--- src/rtl/cla_pkg.sv ---
// Shared constants and the block-level carry lookahead used by the pipelined CLA adder/subtractor.
package cla_pkg;

    localparam int MAX_NBLK = 8;

    // Flattened two-level lookahead: every carry is a sum of products of block P/G terms and c0.
    // Unused upper blocks must be passed in as P=0, G=0.
    function automatic logic [MAX_NBLK:0] cla_carries(
        input logic [MAX_NBLK-1:0] p,
        input logic [MAX_NBLK-1:0] g,
        input logic                c0
    );
        logic [MAX_NBLK:0] c;
        logic              run;
        c    = '0;
        c[0] = c0;
        for (int k = 0; k < MAX_NBLK; k++) begin
            run = 1'b1;
            for (int j = k; j >= 0; j--) begin
                c[k+1] = c[k+1] | (g[j] & run);
                run    = run & p[j];
            end
            c[k+1] = c[k+1] | (c0 & run);
        end
        return c;
    endfunction

endpackage

--- src/rtl/cla_addsub_pipe_pg.sv ---
// One lookahead block: group propagate/generate and both conditional sums for carry-in 0 and 1.
module cla_block_pg
    import cla_pkg::*;
#(
    parameter int BLOCK = 8
) (
    input  logic [BLOCK-1:0] a,
    input  logic [BLOCK-1:0] b,
    input  logic             op_sub,
    output logic             gp,
    output logic             gg,
    output logic [BLOCK-1:0] sum0,
    output logic [BLOCK-1:0] sum1,
    output logic             msb_c0,
    output logic             msb_c1
);

    logic [BLOCK-1:0] bb;
    logic [BLOCK-1:0] p;
    logic [BLOCK-1:0] g;
    logic [BLOCK-1:0] x;
    logic [BLOCK-1:0] c0v;
    logic [BLOCK-1:0] c1v;
    logic             run;

    assign bb = b ^ {BLOCK{op_sub}};
    assign p  = a | bb;
    assign g  = a & bb;
    assign x  = a ^ bb;

    // Each bit carry is expanded directly from g/p below it, so no in-block ripple path exists.
    always_comb begin
        c0v = '0;
        c1v = '0;
        gg  = 1'b0;
        gp  = 1'b0;
        run = 1'b1;
        for (int i = 0; i < BLOCK; i++) begin
            run = 1'b1;
            for (int j = i - 1; j >= 0; j--) begin
                c0v[i] = c0v[i] | (g[j] & run);
                run    = run & p[j];
            end
            c1v[i] = c0v[i] | run;
        end
        run = 1'b1;
        for (int j = BLOCK - 1; j >= 0; j--) begin
            gg  = gg | (g[j] & run);
            run = run & p[j];
        end
        gp = run;
    end

    assign sum0   = x ^ c0v;
    assign sum1   = x ^ c1v;
    assign msb_c0 = c0v[BLOCK-1];
    assign msb_c1 = c1v[BLOCK-1];

endmodule

--- src/rtl/cla_addsub_pipe.sv ---
// Two-stage pipelined carry-lookahead adder/subtractor with valid/ready handshaking and status flags.
module cla_addsub_pipe
    import cla_pkg::*;
#(
    parameter int WIDTH = 32,
    parameter int BLOCK = 8
) (
    input  logic             clock,
    input  logic             reset_n,
    input  logic             in_valid,
    output logic             in_ready,
    input  logic [WIDTH-1:0] a,
    input  logic [WIDTH-1:0] b,
    input  logic             op_sub,
    input  logic             cin,
    output logic             out_valid,
    input  logic             out_ready,
    output logic [WIDTH-1:0] s,
    output logic             cout,
    output logic             ovf,
    output logic             zero
);

    localparam int NBLK = WIDTH / BLOCK;

    generate
        if ((WIDTH % BLOCK) != 0 || NBLK < 1 || NBLK > MAX_NBLK) begin : g_bad_cfg
            $error("cla_addsub_pipe: WIDTH must be a multiple of BLOCK with 1..8 blocks");
        end
    endgenerate

    logic adv1;
    logic adv2;

    logic [NBLK-1:0]  blk_p;
    logic [NBLK-1:0]  blk_g;
    logic [WIDTH-1:0] sum0_w;
    logic [WIDTH-1:0] sum1_w;
    logic [NBLK-1:0]  msb_c0_w;
    logic [NBLK-1:0]  msb_c1_w;

    logic             v1_reg;
    logic [NBLK-1:0]  p1_reg;
    logic [NBLK-1:0]  g1_reg;
    logic [WIDTH-1:0] sum0_reg;
    logic [WIDTH-1:0] sum1_reg;
    logic             cin1_reg;
    logic             msb0_reg;
    logic             msb1_reg;

    logic [MAX_NBLK-1:0] p_ext;
    logic [MAX_NBLK-1:0] g_ext;
    logic [MAX_NBLK:0]   carries;
    logic [WIDTH-1:0]    s_next;
    logic                cout_next;
    logic                ovf_next;
    logic                c_msb;

    logic             v2_reg;
    logic [WIDTH-1:0] s_reg;
    logic             cout_reg;
    logic             ovf_reg;
    logic             zero_reg;
    logic             unused_bits;

    assign adv2     = !v2_reg || out_ready;
    assign adv1     = !v1_reg || adv2;
    assign in_ready = adv1;

    genvar gi;
    generate
        for (gi = 0; gi < NBLK; gi++) begin : g_blk
            cla_block_pg #(.BLOCK(BLOCK)) u_pg (
                .a      (a[gi*BLOCK +: BLOCK]),
                .b      (b[gi*BLOCK +: BLOCK]),
                .op_sub (op_sub),
                .gp     (blk_p[gi]),
                .gg     (blk_g[gi]),
                .sum0   (sum0_w[gi*BLOCK +: BLOCK]),
                .sum1   (sum1_w[gi*BLOCK +: BLOCK]),
                .msb_c0 (msb_c0_w[gi]),
                .msb_c1 (msb_c1_w[gi])
            );
            assign s_next[gi*BLOCK +: BLOCK] = carries[gi] ? sum1_reg[gi*BLOCK +: BLOCK]
                                                           : sum0_reg[gi*BLOCK +: BLOCK];
        end
    endgenerate

    always_ff @(posedge clock) begin
        if (!reset_n) begin
            v1_reg   <= 1'b0;
            p1_reg   <= '0;
            g1_reg   <= '0;
            sum0_reg <= '0;
            sum1_reg <= '0;
            cin1_reg <= 1'b0;
            msb0_reg <= 1'b0;
            msb1_reg <= 1'b0;
        end else if (adv1) begin
            v1_reg   <= in_valid;
            p1_reg   <= blk_p;
            g1_reg   <= blk_g;
            sum0_reg <= sum0_w;
            sum1_reg <= sum1_w;
            cin1_reg <= cin;
            msb0_reg <= msb_c0_w[NBLK-1];
            msb1_reg <= msb_c1_w[NBLK-1];
        end
    end

    // Blocks above NBLK contribute P=0/G=0 so the fixed-width lookahead stays exact.
    always_comb begin
        p_ext = '0;
        g_ext = '0;
        p_ext[NBLK-1:0] = p1_reg;
        g_ext[NBLK-1:0] = g1_reg;
    end

    assign carries   = cla_carries(p_ext, g_ext, cin1_reg);
    assign cout_next = carries[NBLK];
    assign c_msb     = carries[NBLK-1] ? msb1_reg : msb0_reg;
    assign ovf_next  = c_msb ^ cout_next;

    always_ff @(posedge clock) begin
        if (!reset_n) begin
            v2_reg   <= 1'b0;
            s_reg    <= '0;
            cout_reg <= 1'b0;
            ovf_reg  <= 1'b0;
            zero_reg <= 1'b0;
        end else if (adv2) begin
            v2_reg   <= v1_reg;
            s_reg    <= s_next;
            cout_reg <= cout_next;
            ovf_reg  <= ovf_next;
            zero_reg <= ~|s_next;
        end
    end

    assign out_valid = v2_reg;
    assign s         = s_reg;
    assign cout      = cout_reg;
    assign ovf       = ovf_reg;
    assign zero      = zero_reg;

    // Only the top block's MSB terms and the low NBLK+1 carries feed the result.
    assign unused_bits = ^{msb_c0_w, msb_c1_w, carries};

endmodule

--- config.mk ---
export PLATFORM = sky130hd
export DESIGN_NAME = cla_addsub_pipe
export DESIGN_NICKNAME = d
export VERILOG_FILES = /design/src/rtl/cla_pkg.sv /design/src/rtl/cla_addsub_pipe_pg.sv /design/src/rtl/cla_addsub_pipe.sv
export SDC_FILE = /design/constraint.sdc
export NUM_CORES = 1
export LEC_CHECK = 0
export ABC_CLOCK_PERIOD_IN_PS = 2520
export CAP_MARGIN = 20
export CORE_UTILIZATION = 50
export CTS_CLUSTER_SIZE = 40
export DETAILED_ROUTE_END_ITERATION = 10
export GPL_TIMING_DRIVEN = 0
export PLACE_DENSITY = 0.83
export SYNTH_ARGS = -nofsm -noshare
export SYNTH_HDL_FRONTEND = slang
export SYNTH_SLANG_ARGS = --single-unit
--- constraint.sdc ---
create_clock -name clock -period 2.52 [get_ports clock]
set_input_delay 0.252 -clock clock [delete_from_list [all_inputs] [get_ports clock]]
set_output_delay 0.252 -clock clock [all_outputs]
set_load 0.01 [all_outputs]
# After elaboration in Yosys (flattened, before gate mapping)
# Index checks and enable logic that the tools add are counted.
# Widths: inputs -> output; s select.
# word_totals
ff_bits	112
in_bits	70
output_inout_bits	37
# op_classes
muxes	5
bitwise	415
n_reduce_logical	6
# op_table
cell	n
$and 1x1->1	240
$or 1x1->1	150
$xor 8x8->8	16
$and 8x8->8	4
$mux 8	4
$or 8x8->8	4
$reduce_or 32->1	1
$logic_not 1->1	3
$logic_or 1x1->1	2
$mux 1	1
$xor 1x1->1	1

# Logic depth before layout (Yosys ltp)
# depth
depth_word	11
depth_mapped	10
mapped_depth_nobuf	8

# Hierarchy
# Synthesis repeated with hierarchy kept, for this count alone.
# unflattened
cells_unflattened	957
area_unflattened_um2	7727.4
# modules_own_cells
module	instances	cells_each	area_each_um2
cla_addsub_pipe	1	533	4584.4
cla_block_pg	4	106	785.8

# Worst setup path before layout
# Ideal clock, no wire load.
# synth_timing
kind	input to register
startpoint	input op_sub
endpoint	register sum1_reg[31]
t_arrival_ns	2.336
t_required_ns	2.395
path_slack_ns	0.059
stages	10
n_path_buf	2
cell_sequence	clkbuf_1 > buf_2 > xor2_1 > inv_1 > ha_1 > or4_1 > a211oi_2 > or3_1 > or3_1 > nand3_1
# synth_via
elab_chain_len	11
elab_cells_between_ends	24
# synth_rtl
element	line	rtl
from (decl)	cla_addsub_pipe.sv:14	input logic op_sub,
$xor 8x8->8 *	cla_addsub_pipe_pg.sv:26	assign bb = b ^ {BLOCK{op_sub}};
$and 8x8->8 or $or 8x8->8 (tied branches)	cla_addsub_pipe_pg.sv:28, cla_addsub_pipe_pg.sv:27	
$and 1x1->1, on equally long branches	cla_addsub_pipe_pg.sv:41, cla_addsub_pipe_pg.sv:42	
$or 1x1->1 (tied with other cells) (4 in a row)	cla_addsub_pipe_pg.sv:41	c0v[i] = c0v[i] | (g[j] & run);
$or 1x1->1 or $and 1x1->1 (tied branches)	cla_addsub_pipe_pg.sv:41	
$or 1x1->1	cla_addsub_pipe_pg.sv:41	
$or 1x1->1	cla_addsub_pipe_pg.sv:44	c1v[i] = c0v[i] | run;
$xor 8x8->8 *	cla_addsub_pipe_pg.sv:55	assign sum1 = x ^ c1v;
to (signal assigned)	cla_addsub_pipe.sv:104	sum1_reg <= sum1_w;
to (decl)	cla_addsub_pipe.sv:46	logic [WIDTH-1:0] sum1_reg;
# Mark *: on every way between the ends. The rest lies on a longest branch, timed or not.
# A chain may end at the register's enable or synchronous reset.

# Worst setup path in the final report
# layout_timing
startpoint	input out_ready
endpoint	output in_ready
# layout_via
elab_chain_len	2
# layout_rtl
element	line	rtl
from (decl)	cla_addsub_pipe.sv:17	input logic out_ready,
$logic_or 1x1->1	cla_addsub_pipe.sv:66	assign adv2 = !v2_reg || out_ready;
$logic_or 1x1->1	cla_addsub_pipe.sv:67	assign adv1 = !v1_reg || adv2;
to (decl)	cla_addsub_pipe.sv:11	output logic in_ready,
# No other way between the ends.

==> impl_results.md <==
- DRT Wirelength: 21,530 um
- DR iter-0 viols: approximately 760
- Post-Synth Simple-Gate Area: 0.1955
- Leakage power: 0.004281 uW
- Area share of fa/ha/maj cells after synthesis: 0.1243
- Post-synth top area share: 0.2994
- Placed cells: 1,189
- DRC errors left: 0
- YS warnings: 0
- EDFF count, synth: 0
- Mapped Cells: 900
- Post-Synth XOR/XNOR Area: 0.07251
- Mapped Area: 7488 um2
- Global-route wire length before repair: 34,080 um
- Register clock-pin slew on the reported worst setup and hold paths: roughly 80 ps
- Final setup TNS: 0 ps
- Clock power frac: 0.253
- Final Skew: around 11 ps
- Seq/Total Area, Yosys: 0.2994
- Area Overhead vs Synth: 21.32%
- Layout Nets: 1,158
- Worst r2r src: out_valid$_SDFFE_PN0P_
- Die footprint: 15,470 um2
- Ys flop type: dfxtp_1
- Syn_area_per_cell: 8.320 um2
- Synth area leader: dfxtp_1
- Most area-consuming cells after synthesis: dfxtp_1, ha_1, o211a_1, xor2_1, nand2_1
- Worst R2R End: sum1_reg[19]$_SDFFE_PN0P_
- Internal power: 3556 uW
- Dpl cell area: 8770 um2
- Initial Util: 0.5133
- Slew Viols, Final: 0
- Slowest Stage Delay on Critical Path: 570 ps
- Largest net degree at the start of global routing: 19
- Gr usage total: 0.2769
- Most used cell, CP: clkdlybuf4s50_1
- Max IR drop VDD: 0.3753 mV
- # setup viols final: 0
- Data required time of the worst path: 2270 ps
- Total CTS buffers: 9
- Clock Path Buffers: 2
- Pre-CTS setup slack: -606.2 ps
- Top delay family on crit path: buffers and inverters
- Comb pwr share: 0.330
- Post-CTS repair timing setup buffer count: 0
- RSZ-0062 raised after global routing: false
- Final hold vios: 0
- H-tree levels: 3
- Setup Crit Path Kind: primary input to primary output
- Hold path depth: 1
- Worst EP arrival: 2200 ps
- Number of global-route vias before repair: approximately 6,800
- Fraction of synthesized area in multiplexers: 0.04010
- Complex-gate fraction of the synthesized area: 0.1948
- Switching Share: 0.3350
- Vias per cell: a little under 6
- Initial antenna violation count: 0
- Slew HR: 0.4747
- Largest family of logic cells by synthesized area: simple AND/OR/NAND/NOR gates
- Number of port buffers: 105
- Number of cells on the worst reg-to-reg path: 5
- Final worst-path cycle share: 0.9714
- Hold crit path type: register to register
- CTS root buffer: clkbuf_16
- Die height: approximately 120 um
- Crit path max fanout: 10
- Bufs and invs on worst path: 5
- IO Pins: between 100 and 150
- Status: completed
- CTS tree: built
- Slack of the worst reg-to-reg path: 240 ps
- Power, Total: 5348 uW
- Slew @ Worst Pin: 788.0 ps
- Hpwl dp: about 16,000 um
- HP Start: v1_reg$_SDFFE_PN0P_
- Switch Pwr: roughly 1800 uW
- Fmax: 408.5 MHz
- Layout cells sized above 1: 0.04799
- Final Cell Area: 9085 um2
- CP max stage cell: clkdlybuf4s50_1
- Die Wd: roughly 120 um
- Final ANT Viol Nets: 0
- Row count: 44
- Pre-antenna DRT Iters: 6
- PD cells: 588.6 nW/um2
- Diode count: 0
- Sequential Power Share: 0.417
- Seq cells post-synth: 112
- Most instantiated library cell after synthesis: dfxtp_1
- CP cell instances: clkdlybuf4s50_1, and3b_1, inv_4, clkbuf_8, buf_4, clkdlybuf4s50_1
- Synth Net Count: 1,042
- Async S/R FF share, synth: 0
- Post-synth top cells: dfxtp_1, nand2_1, inv_1
- Crit path launch type: primary input
- Setup crit end kind: primary output
- Core area: approximately 15,000 um2
- Worst skew pair latency: ~350 ps
- Minimum clock period: 2448 ps
- Final WS setup: roughly 70 ps
- WL/cell: 17.87 um
- Max-Cap Viols: 0
- GR Overflow Total: 0
- Via count: 7,089
- Post-cts hold buffer count: 0
- Fin cells: 1,205
- Cell variety after synth: 58
- Worst Hold Path EP: out_valid$_SDFFE_PN0P_
- Routability cong.: about 0.93
- # clock sinks: about 110
cell type report:
cell class | instances | area [um2]
buffer | 49 | 225.2
fill | 1261 | 5504
multi-input combinational | 646 | 4715
timing repair buffer | 105 | 1051
inverter | 93 | 351.6
clock buffer | 10 | 229.0
sequential | 112 | 2242
clock inverter | 6 | 41.29
tap | 184 | 230.2
power groups by stage:
stage                     Clock, uW  Combinational, uW  Sequential [uW]
after floorplan                   0               1120             2240
after global placement            0               1680             2250
after detailed placement          0               1720             2260
after CTS                      1340               1740             2220
after global routing           1400               1930             2260
final                          1350               1770             2230
cells by family after synthesis:
kind of cell | count (synthesis)
adders and majority gates | 72
xor gates and xnor gates | 62
AOI/OAI and AO/OA | 194
and+or+nand+nor | 288
DFF | 112
muxes | 30
buffers and inverters | 142
stage by stage:
| step | hold slack, ps | util |
|---|---|---|
| after global routing | 501.1 | 0.6227 |
| after floorplan | 375.9 | - |
| final | 469.2 | 0.6227 |
| after global placement | 444.5 | 0.6011 |
| after detailed placement | 449.7 | 0.6011 |
| after CTS | 466.9 | 0.6207 |
layout by cell type, fill, tap and decap left out, types with 11 or more instances in the layout:
cell             instances
a21oi_1                 28
inv_1                   92
nor2_1                  30
a31oi_1                 11
nand2b_1                18
xnor2_1                 20
o21ai_0                 33
nand3_1                 61
a21boi_0                20
clkdlybuf4s50_1        105
nand2_1                 93
ha_1                    68
buf_2                   12
nor4_1                  14
mux2i_1                 30
and2_1                  11
nor2b_1                 11
xor2_1                  41
clkbuf_1                22
o211a_1                 41
dfxtp_1                112
routing by layer:
layer,GRT usage,routed length (um)
met1,0.3484,8636
met2,0.4673,10180
met3,0.03050,1815
met4,0.1396,897
met5,0,0
worst max-delay path by stage:
stage,from,end,cells past startpoint
final,out_ready,in_ready,6
after floorplan,op_sub,sum1_reg[31]$_SDFFE_PN0P_,10
after global placement,out_ready,in_ready,6
after detailed placement,out_ready,in_ready,6
after CTS,op_sub,msb1_reg$_SDFFE_PN0P_,10
after global routing,op_sub,sum1_reg[6]$_SDFFE_PN0P_,10
timing repair:
item,CTS,global route
hold endpoints to repair,0,0
cloned,0,0
setup endpoints to repair,2,17
gates resized for setup,6,13
No activity file was read; power rests on OpenSTA's default activity.
